## config.mk

```make
export PLATFORM = sky130hd
export DESIGN_NAME = calc_bcd_convert
export DESIGN_NICKNAME = d
export VERILOG_FILES = /design/src/rtl/calc_bcd_convert.sv
export SDC_FILE = /design/constraint.sdc
export NUM_CORES = 1
export LEC_CHECK = 0
export CAP_MARGIN = 0
export CORE_UTILIZATION = 45
export CTS_CLUSTER_DIAMETER = 150
export DETAILED_ROUTE_END_ITERATION = 8
export PLACE_DENSITY = 0.67
export RECOVER_POWER = 25
export SYNTH_ARGS = -nofsm -noshare
export SYNTH_HDL_FRONTEND = slang
export SYNTH_SLANG_ARGS = --single-unit
export TNS_END_PERCENT = 50
```

## constraint.sdc

```tcl
create_clock -name clk -period 3.65 [get_ports clk]
set_input_delay 0.5475 -clock clk [delete_from_list [all_inputs] [get_ports clk]]
set_output_delay 0.5475 -clock clk [all_outputs]
set_load 0.02 [all_outputs]
```

## src/rtl/calc_bcd_convert.sv

```systemverilog
// calc_bcd_convert: sequential double-dabble binary-to-BCD converter with start/busy/done handshake
// Optional build macro BCD_LEADING_BLANK_EN replaces leading zero digits with 4'hF.
module calc_bcd_convert #(
  parameter int N      = 9,
  parameter int DIGITS = 3,
  parameter int MAX    = 254
) (
  input  logic                  clk,
  input  logic                  rst,
  input  logic                  start,
  input  logic [N-1:0]          value,
  output logic                  busy,
  output logic                  done,
  output logic                  ovf,
  output logic [4*DIGITS-1:0]   bcd
);
  localparam int CW = $clog2(N + 1);
  typedef enum logic [1:0] {IDLE, SHIFT, DONE} state_t;
  state_t state, state_n;
  logic [N-1:0]        sr;
  logic [4*DIGITS-1:0] scr, adj, res;
  logic [CW-1:0]       cnt;
  logic                err;
  logic                out_of_range;
  assign out_of_range = value > N'(MAX);
  for (genvar i = 0; i < DIGITS; i++) begin : g_adj
    assign adj[4*i+:4] = scr[4*i+:4] >= 4'd5 ? scr[4*i+:4] + 4'd3 : scr[4*i+:4];
  end
`ifdef BCD_LEADING_BLANK_EN
  always_comb begin
    logic lead;
    res  = scr;
    lead = 1'b1;
    for (int d = DIGITS - 1; d > 0; d--) begin
      lead = lead && (scr[4*d+:4] == 4'd0);
      res[4*d+:4] = lead ? 4'hF : scr[4*d+:4];
    end
  end
`else
  assign res = scr;
`endif
  // Out-of-range values skip shifting: a zero count sends SHIFT straight to DONE
  always_comb begin
    state_n = state == IDLE  ? (start ? SHIFT : IDLE) :
              state == SHIFT ? (cnt == '0 ? DONE : SHIFT) : IDLE;
  end
  assign busy = state != IDLE;
  assign done = state == DONE;
  always_ff @(posedge clk or posedge rst) begin
    if (rst) begin
      state <= IDLE;
      sr    <= '0;
      scr   <= '0;
      cnt   <= '0;
      err   <= 1'b0;
      bcd   <= '0;
      ovf   <= 1'b0;
    end else begin
      state <= state_n;
      if (state == IDLE && start) begin
        sr  <= value;
        scr <= '0;
        err <= out_of_range;
        cnt <= out_of_range ? '0 : CW'(N);
      end
      if (state == SHIFT && cnt != '0) begin
        {scr, sr} <= {adj[4*DIGITS-2:0], sr, 1'b0};
        cnt       <= cnt - CW'(1);
      end
      if (state == SHIFT && cnt == '0) begin
        bcd <= err ? {DIGITS{4'hE}} : res;
        ovf <= err;
      end
    end
  end
endmodule

```

## Yosys cells after proc, flatten, opt, wreduce, memory -nomap -nowiden

Index checks and enable logic that the tools add are counted.

- Register bits after elaboration: 41
- Input port bits: 12
- Output and inout bits: 15
- Logic and storage cells: 40

- Add/sub/neg operators: 4
- Magnitude comparators: 4
- Eq/ne operators: 2
- Muxes and demuxes: 15
- Reductions and logical operators: 8

Operator list:

| kind | number |
|---|---|
| $mux 12 | 3 |
| $mux 4 | 5 |
| $mux 9 | 2 |
| $ge 4x3->1 const B | 3 |
| $gt 9x8->1 const B | 1 |
| $add 4x2->4 const B | 2 |
| $mux 2 | 3 |
| $logic_not 4->1 | 1 |
| $reduce_bool 2->1 | 2 |
| $reduce_bool 4->1 | 1 |
| $sub 4x1->4 const B | 1 |
| $add 3x2->3 const B | 1 |
| $logic_and 1x1->1 | 3 |
| $mux 3 | 1 |
| $eq 2x1->1 const B | 1 |
| $eq 2x2->1 const B | 1 |
| $logic_not 2->1 | 1 |
| $mux 1 | 1 |

## Longest topological paths before layout

- Word-level depth: 4
- Depth in mapped cells: 9
- Depth with buffers taken out: 7

## Worst setup path after synthesis

OpenSTA, ideal clock, no wires.

- Kind: reg-to-reg
- From: reg cnt[0]
- To: reg scr[3], in the netlist res[3]
- Setup time: 0.122 ns
- Data arrival time: 1.518 ns
- Required time: 3.528 ns
- Setup slack: 2.010 ns
- Cell stages (with the launch flop): 9
- Buffers on the path: 1
- Period minus slack after synthesis: 1.640 ns
- Path through: dfrtp_1 > inv_1 > ha_1 > nor3b_1 > a211o_1 > buf_4 > inv_1 > o31ai_1 > a32o_1

- Cells in the longest elaborated chain, start to end: 3
- Elaborated cells on any way between the ends: 4
- Classes of those cells: mux: 1; reduce/logical: 3

Ends and longest elaborated chain:

| item | RTL line | source |
|---|---|---|
| start: declaration | 22 | `logic [CW-1:0] cnt;` |
| start signal: assignment | 64 | `cnt <= out_of_range ? '0 : CW'(N);` |
| start signal: assignment | 68 | `cnt <= cnt - CW'(1);` |
| $reduce_bool 4->1 (*) | 66 | `if (state == SHIFT && cnt != '0) begin` |
| $logic_and 1x1->1 (*) | 66 |  |
| $mux 12 or $reduce_bool 2->1 (tied branches) | -- |  |
| end signal: assignment | 67 | `{scr, sr} <= {adj[4*DIGITS-2:0], sr, 1'b0};` |
| end: declaration | 21 | `logic [4*DIGITS-1:0] scr, adj, res;` |

Every way passes the cells marked *; elsewhere a longest branch is shown, timed or not.
A chain may end at the register's enable or synchronous reset.

## Worst setup path after layout

- From: reg cnt[0]
- To: reg ovf

- Cells in the longest elaborated chain, start to end: 2

Ends and longest elaborated chain:

| item | RTL line | source |
|---|---|---|
| $logic_not 4->1 | 70 | `if (state == SHIFT && cnt == '0) begin` |
| $logic_and 1x1->1 | 70 |  |
| end signal: assignment | 72 | `ovf <= err;` |
| end: declaration | 14 | `output logic ovf,` |

Every way passes these cells.

==> impl_metrics.xml <==
<?xml version="1.0" encoding="UTF-8"?>
<metrics>
  <group name="route">
    <metric name="final_antenna_net_count" unit="">0</metric>
    <metric name="wirelength" unit="um">3795</metric>
    <metric name="vias" unit="">1488</metric>
    <metric name="detail_route.drc_violations" unit="">0</metric>
    <metric name="wl_per_cell" unit="um">13.85</metric>
    <metric name="detail_route.vias_per_cell" unit="">5.431</metric>
    <metric name="drt-initial-drc-count" unit="">135</metric>
    <metric name="drtPass1Iterations" unit="">5</metric>
  </group>
  <group name="setup_path">
    <metric name="crit_fanout" unit="">20</metric>
    <metric name="r2r-start" unit="">cnt[0]</metric>
    <metric name="worstPathArrival" unit="ns">2.27</metric>
    <metric name="cp.required" unit="ns">3.83</metric>
    <metric name="timing.setup.critical_path_class" unit="">reg2reg</metric>
    <metric name="timing.critical_path.to_type" unit="">flop</metric>
    <metric name="critPathLaunchType" unit="">flop</metric>
    <metric name="setup.worst_path.start" unit="">cnt[0]</metric>
  </group>
  <group name="logic_synthesis">
    <metric name="synthesis.instances" unit="">199</metric>
    <metric name="sequential_cell_area_fraction_in_the_yosys_report" unit="%">48.84</metric>
    <metric name="netlist_area" unit="sq um">2101</metric>
    <metric name="postSynthRegisterBits" unit="">41</metric>
    <metric name="synth-simple-area-share" unit="%">13.88</metric>
    <metric name="mappedNetlistNets" unit="">219</metric>
    <metric name="post_synth_mux_area_share" unit="%">2.144</metric>
    <metric name="ys_types" unit="">38</metric>
    <metric name="synth-xor-area-share" unit="%">2.085</metric>
    <metric name="largest_family_of_logic_cells_by_synthesized_area" unit="">compound AO/OA/AOI/OAI gates</metric>
    <metric name="avgSynthCellArea" unit="sq um">10.56</metric>
    <metric name="synth_warnings" unit="">0</metric>
    <metric name="fraction_of_the_mapped_netlist_area_in_compound_gates" unit="%">18.34</metric>
    <metric name="synth-adder-area-share" unit="%">4.765</metric>
  </group>
  <group name="die">
    <metric name="fp.dieW" unit="um">70.33</metric>
    <metric name="floorplan.io_pins" unit="">27</metric>
    <metric name="core.rowCount" unit="">24</metric>
    <metric name="die_height" unit="um">70.33</metric>
    <metric name="initial_core_util" unit="%">47.59</metric>
    <metric name="floorplan.die_area" unit="sq um">4946</metric>
    <metric name="placeable_core_area" unit="sq um">4414</metric>
  </group>
  <group name="grt">
    <metric name="use_met2" unit="%">28.89</metric>
    <metric name="antenna_found_initial" unit="">0</metric>
    <metric name="grt-ovfl-total" unit="">0</metric>
    <metric name="first_pass_grt_wire_length" unit="um">6624</metric>
    <metric name="grt_util_all_layers" unit="%">17.23</metric>
    <metric name="grt_util_met1" unit="%">21.48</metric>
    <metric name="grt_pass1_vias" unit="">1458</metric>
    <metric name="grt_most_used_layer" unit="">met2</metric>
    <metric name="maximum_number_of_pins_on_one_net_before_global_route_repair" unit="">42</metric>
    <metric name="met3_usage" unit="%">4.762</metric>
  </group>
  <group name="power_and_ir_drop">
    <metric name="p_per_area" unit="nW/um^2">923.1</metric>
    <metric name="power.leakage" unit="nW">1.072</metric>
    <metric name="internal_power" unit="mW">1.297</metric>
    <metric name="power_frac_seq" unit="%">36.8</metric>
    <metric name="worst_ir_drop_vdd" unit="uV">420.2</metric>
    <metric name="comb_power_share" unit="%">48.6</metric>
    <metric name="power.share.switching" unit="%">41.37</metric>
    <metric name="report.power.total" unit="mW">2.213</metric>
    <metric name="clock_power_share" unit="%">14.6</metric>
    <metric name="switchingPower" unit="mW">0.9154</metric>
  </group>
  <group name="clocking">
    <metric name="tritoncts" unit="">done</metric>
    <metric name="post_cts_resized" unit="">0</metric>
    <metric name="post-cts-setup-buffer-count" unit="">0</metric>
    <metric name="htree_levels" unit="">2</metric>
    <metric name="clk_root_buffer_cell" unit="">sky130_fd_sc_hd__clkbuf_8</metric>
    <metric name="tritoncts.num_buffers" unit="">5</metric>
    <metric name="cts-root-to-sink-buffers" unit="">2</metric>
    <metric name="clkSinkCount" unit="">41</metric>
    <metric name="cts.reportedPaths.clkPinSlew" unit="ns">0.08</metric>
    <metric name="worstSkewPairLatency" unit="ns">0.29</metric>
    <metric name="postCtsHoldBufs" unit="">0</metric>
  </group>
  <group name="place">
    <metric name="buffer_ports.inserted" unit="">26</metric>
    <metric name="dpl_cell_area" unit="sq um">2296</metric>
    <metric name="place_congestion" unit="">0.7478</metric>
    <metric name="dpl.hpwl" unit="um">2582</metric>
  </group>
  <group name="final_layout">
    <metric name="areaGrowthSynthToFinish" unit="%">14.12</metric>
    <metric name="stdcell_area" unit="sq um">2397</metric>
    <metric name="final_layout_size_suffix_gt1_share" unit="%">9.910</metric>
    <metric name="num-nets-final" unit="">241</metric>
    <metric name="diodes" unit="">0</metric>
  </group>
  <group name="timing">
    <metric name="setup_viol" unit="">0</metric>
    <metric name="max_slew.worst_pin.slew" unit="ns">0.5407</metric>
    <metric name="slew_violations" unit="">0</metric>
    <metric name="grt_setup_unrepaired" unit="">false</metric>
    <metric name="max-slew-margin-rel" unit="%">63.92</metric>
    <metric name="fin_worst_skew" unit="ns">0.007486</metric>
    <metric name="finalCritPeriodShare" unit="%">57.32</metric>
    <metric name="post_layout_minimum_cycle_time" unit="ns">2.092</metric>
    <metric name="finalSetupTns" unit="ns">0</metric>
    <metric name="timing.final.hold_violations" unit="">0</metric>
    <metric name="max_freq" unit="GHz">0.4779</metric>
  </group>
  <group name="min_path">
    <metric name="holdCritPathClass" unit="">reg2reg</metric>
    <metric name="worstHoldStart" unit="">sr[1]</metric>
  </group>
  <group name="flow_run">
    <metric name="timing.max_cap.violations" unit="">0</metric>
  </group>
  <group name="status">
    <metric name="result_of_the_run" unit="">finished, final reports clean</metric>
  </group>
</metrics>
placed cells by master (no fill, tap or decap), drive strengths merged:
cell type,n
dfrtp,41
clkdlybuf4s50,25
nor2,24
inv,19
o21ai,15
a21oi,14
nand2,10
nand3,10
ha,8
a222oi,7
clkbuf,7
o31ai,6
nand2b,5
mux2,4
xnor2,3
a32o,3
o41ai,3
xor2,2
and4,2
or3b,1
nor3b,1
a211o,1
and2,1
nor2b,1
o21a,1
or3,1
nor3,1
o22a,1
a31oi,1
o211ai,1
clkinv,1
dlygate4sd3,1
buf,1
critical path: stages, from the launching register on:
cell,delay [ns]
sky130_fd_sc_hd__dfrtp_1,0.41
sky130_fd_sc_hd__inv_1,0.10
sky130_fd_sc_hd__ha_1,0.15
sky130_fd_sc_hd__or3b_1,0.50
sky130_fd_sc_hd__nor2_4,0.43
sky130_fd_sc_hd__mux2_2,0.38
power groups by stage:
stage / registers, mW / clock network (mW) / logic [mW]
after global routing: 0.846 / 0.354 / 1.19
after detailed placement: 0.825 / 0 / 1.08
final: 0.814 / 0.323 / 1.08
after floorplan: 0.851 / 0 / 0.913
after CTS: 0.818 / 0.335 / 1.09
after global placement: 0.824 / 0 / 1.06
kinds of logic (layout without fill, tap and decap cells):
logic type | after synthesis | count (layout)
xor gates and xnor gates | 5 | 5
muxes | 4 | 4
AOI/OAI and AO/OA | 53 | 53
DFF | 41 | 41
buffers and inverters | 31 | 54
and+or+nand+nor | 57 | 57
adders and majority gates | 8 | 8
state kept, by name, summed over array words and instances, names as in the netlist:
register and count:
state 2, sr 9, res 12, cnt 4
bcd 12, ovf 1, err 1
area by class of cell:
class | count | area (sq um)
sequential | 41 | 1026
inverter | 19 | 71.32
tap | 52 | 65.06
fill | 420 | 2017
multi-input combinational | 127 | 865.8
clock inverter | 1 | 5.005
clock buffer | 7 | 96.34
timing repair buffer | 27 | 267.8
stage by stage:
stage               utilization (%)  worst slack [ns]  std cells  hold WS (ns)
floorplan                         -             2.010        199        0.4474
global placement              52.01             1.603        266        0.4741
detailed placement            52.01             1.579        266        0.4603
CTS                           54.31             1.548        274        0.4946
global route                  54.31             1.436        274        0.5144
finish                        54.31             1.558        274        0.4968
layer usage:
layer | wire (um) | part of all wire (%)
met4 | 57 | 1.5
met2 | 1790 | 47
met1 | 1830 | 48
met5 | 0 | 0
met3 | 115 | 3.0
cells in the mapped netlist:
library cell                n  area (sq um)
sky130_fd_sc_hd__o31ai_1    6         45.04
sky130_fd_sc_hd__buf_6      5         56.30
sky130_fd_sc_hd__nand2b_4   1         13.76
sky130_fd_sc_hd__and2_1     1         6.260
sky130_fd_sc_hd__and4_1     2         17.52
sky130_fd_sc_hd__dfrtp_1   41          1026
sky130_fd_sc_hd__a32o_1     3         30.03
sky130_fd_sc_hd__a211o_1    1         8.760
sky130_fd_sc_hd__nor3b_1    1         7.510
sky130_fd_sc_hd__nor2_4     2         22.52
sky130_fd_sc_hd__inv_1     19         71.32
sky130_fd_sc_hd__mux2_2     4         45.04
sky130_fd_sc_hd__nor2_2     1         6.260
sky130_fd_sc_hd__xnor2_1    3         26.28
sky130_fd_sc_hd__ha_1       8         100.1
sky130_fd_sc_hd__a222oi_1   7         70.07
sky130_fd_sc_hd__buf_4      1         7.510
sky130_fd_sc_hd__o211ai_1   1         7.510
sky130_fd_sc_hd__o21a_1     1         7.510
sky130_fd_sc_hd__nand2_1   10         37.54
sky130_fd_sc_hd__or3_1      1         6.260
sky130_fd_sc_hd__nand2b_1   4         25.02
sky130_fd_sc_hd__o21ai_0    9         45.04
sky130_fd_sc_hd__clkbuf_1   1         3.750
sky130_fd_sc_hd__xor2_1     2         17.52
sky130_fd_sc_hd__nor3_1     1         5.000
sky130_fd_sc_hd__o21ai_1    2         10.01
sky130_fd_sc_hd__o21ai_2    4         35.03
sky130_fd_sc_hd__buf_12     3         60.06
sky130_fd_sc_hd__a31oi_4    1         21.27
sky130_fd_sc_hd__nor2_1    21         78.83
sky130_fd_sc_hd__nand3_1   10         50.05
sky130_fd_sc_hd__or3b_1     1         8.760
sky130_fd_sc_hd__o22a_1     1         8.760
sky130_fd_sc_hd__a21oi_1   14         70.07
sky130_fd_sc_hd__buf_2      2         10.01
sky130_fd_sc_hd__nor2b_1    1         6.260
sky130_fd_sc_hd__o41ai_1    3         26.28
worst paths after layout:
check                          to  slack (ns)  depth (start not counted)
max                           ovf        1.56                          5
min                         sr[1]        0.50                          2
max reg2reg                   ovf        1.56                          5
min reg2reg                 sr[1]        0.50                          2
max in group asynchronous  bcd[7]        2.47                          3
min in group asynchronous  bcd[6]        0.81                          3
(Power assumes the default switching activity.)
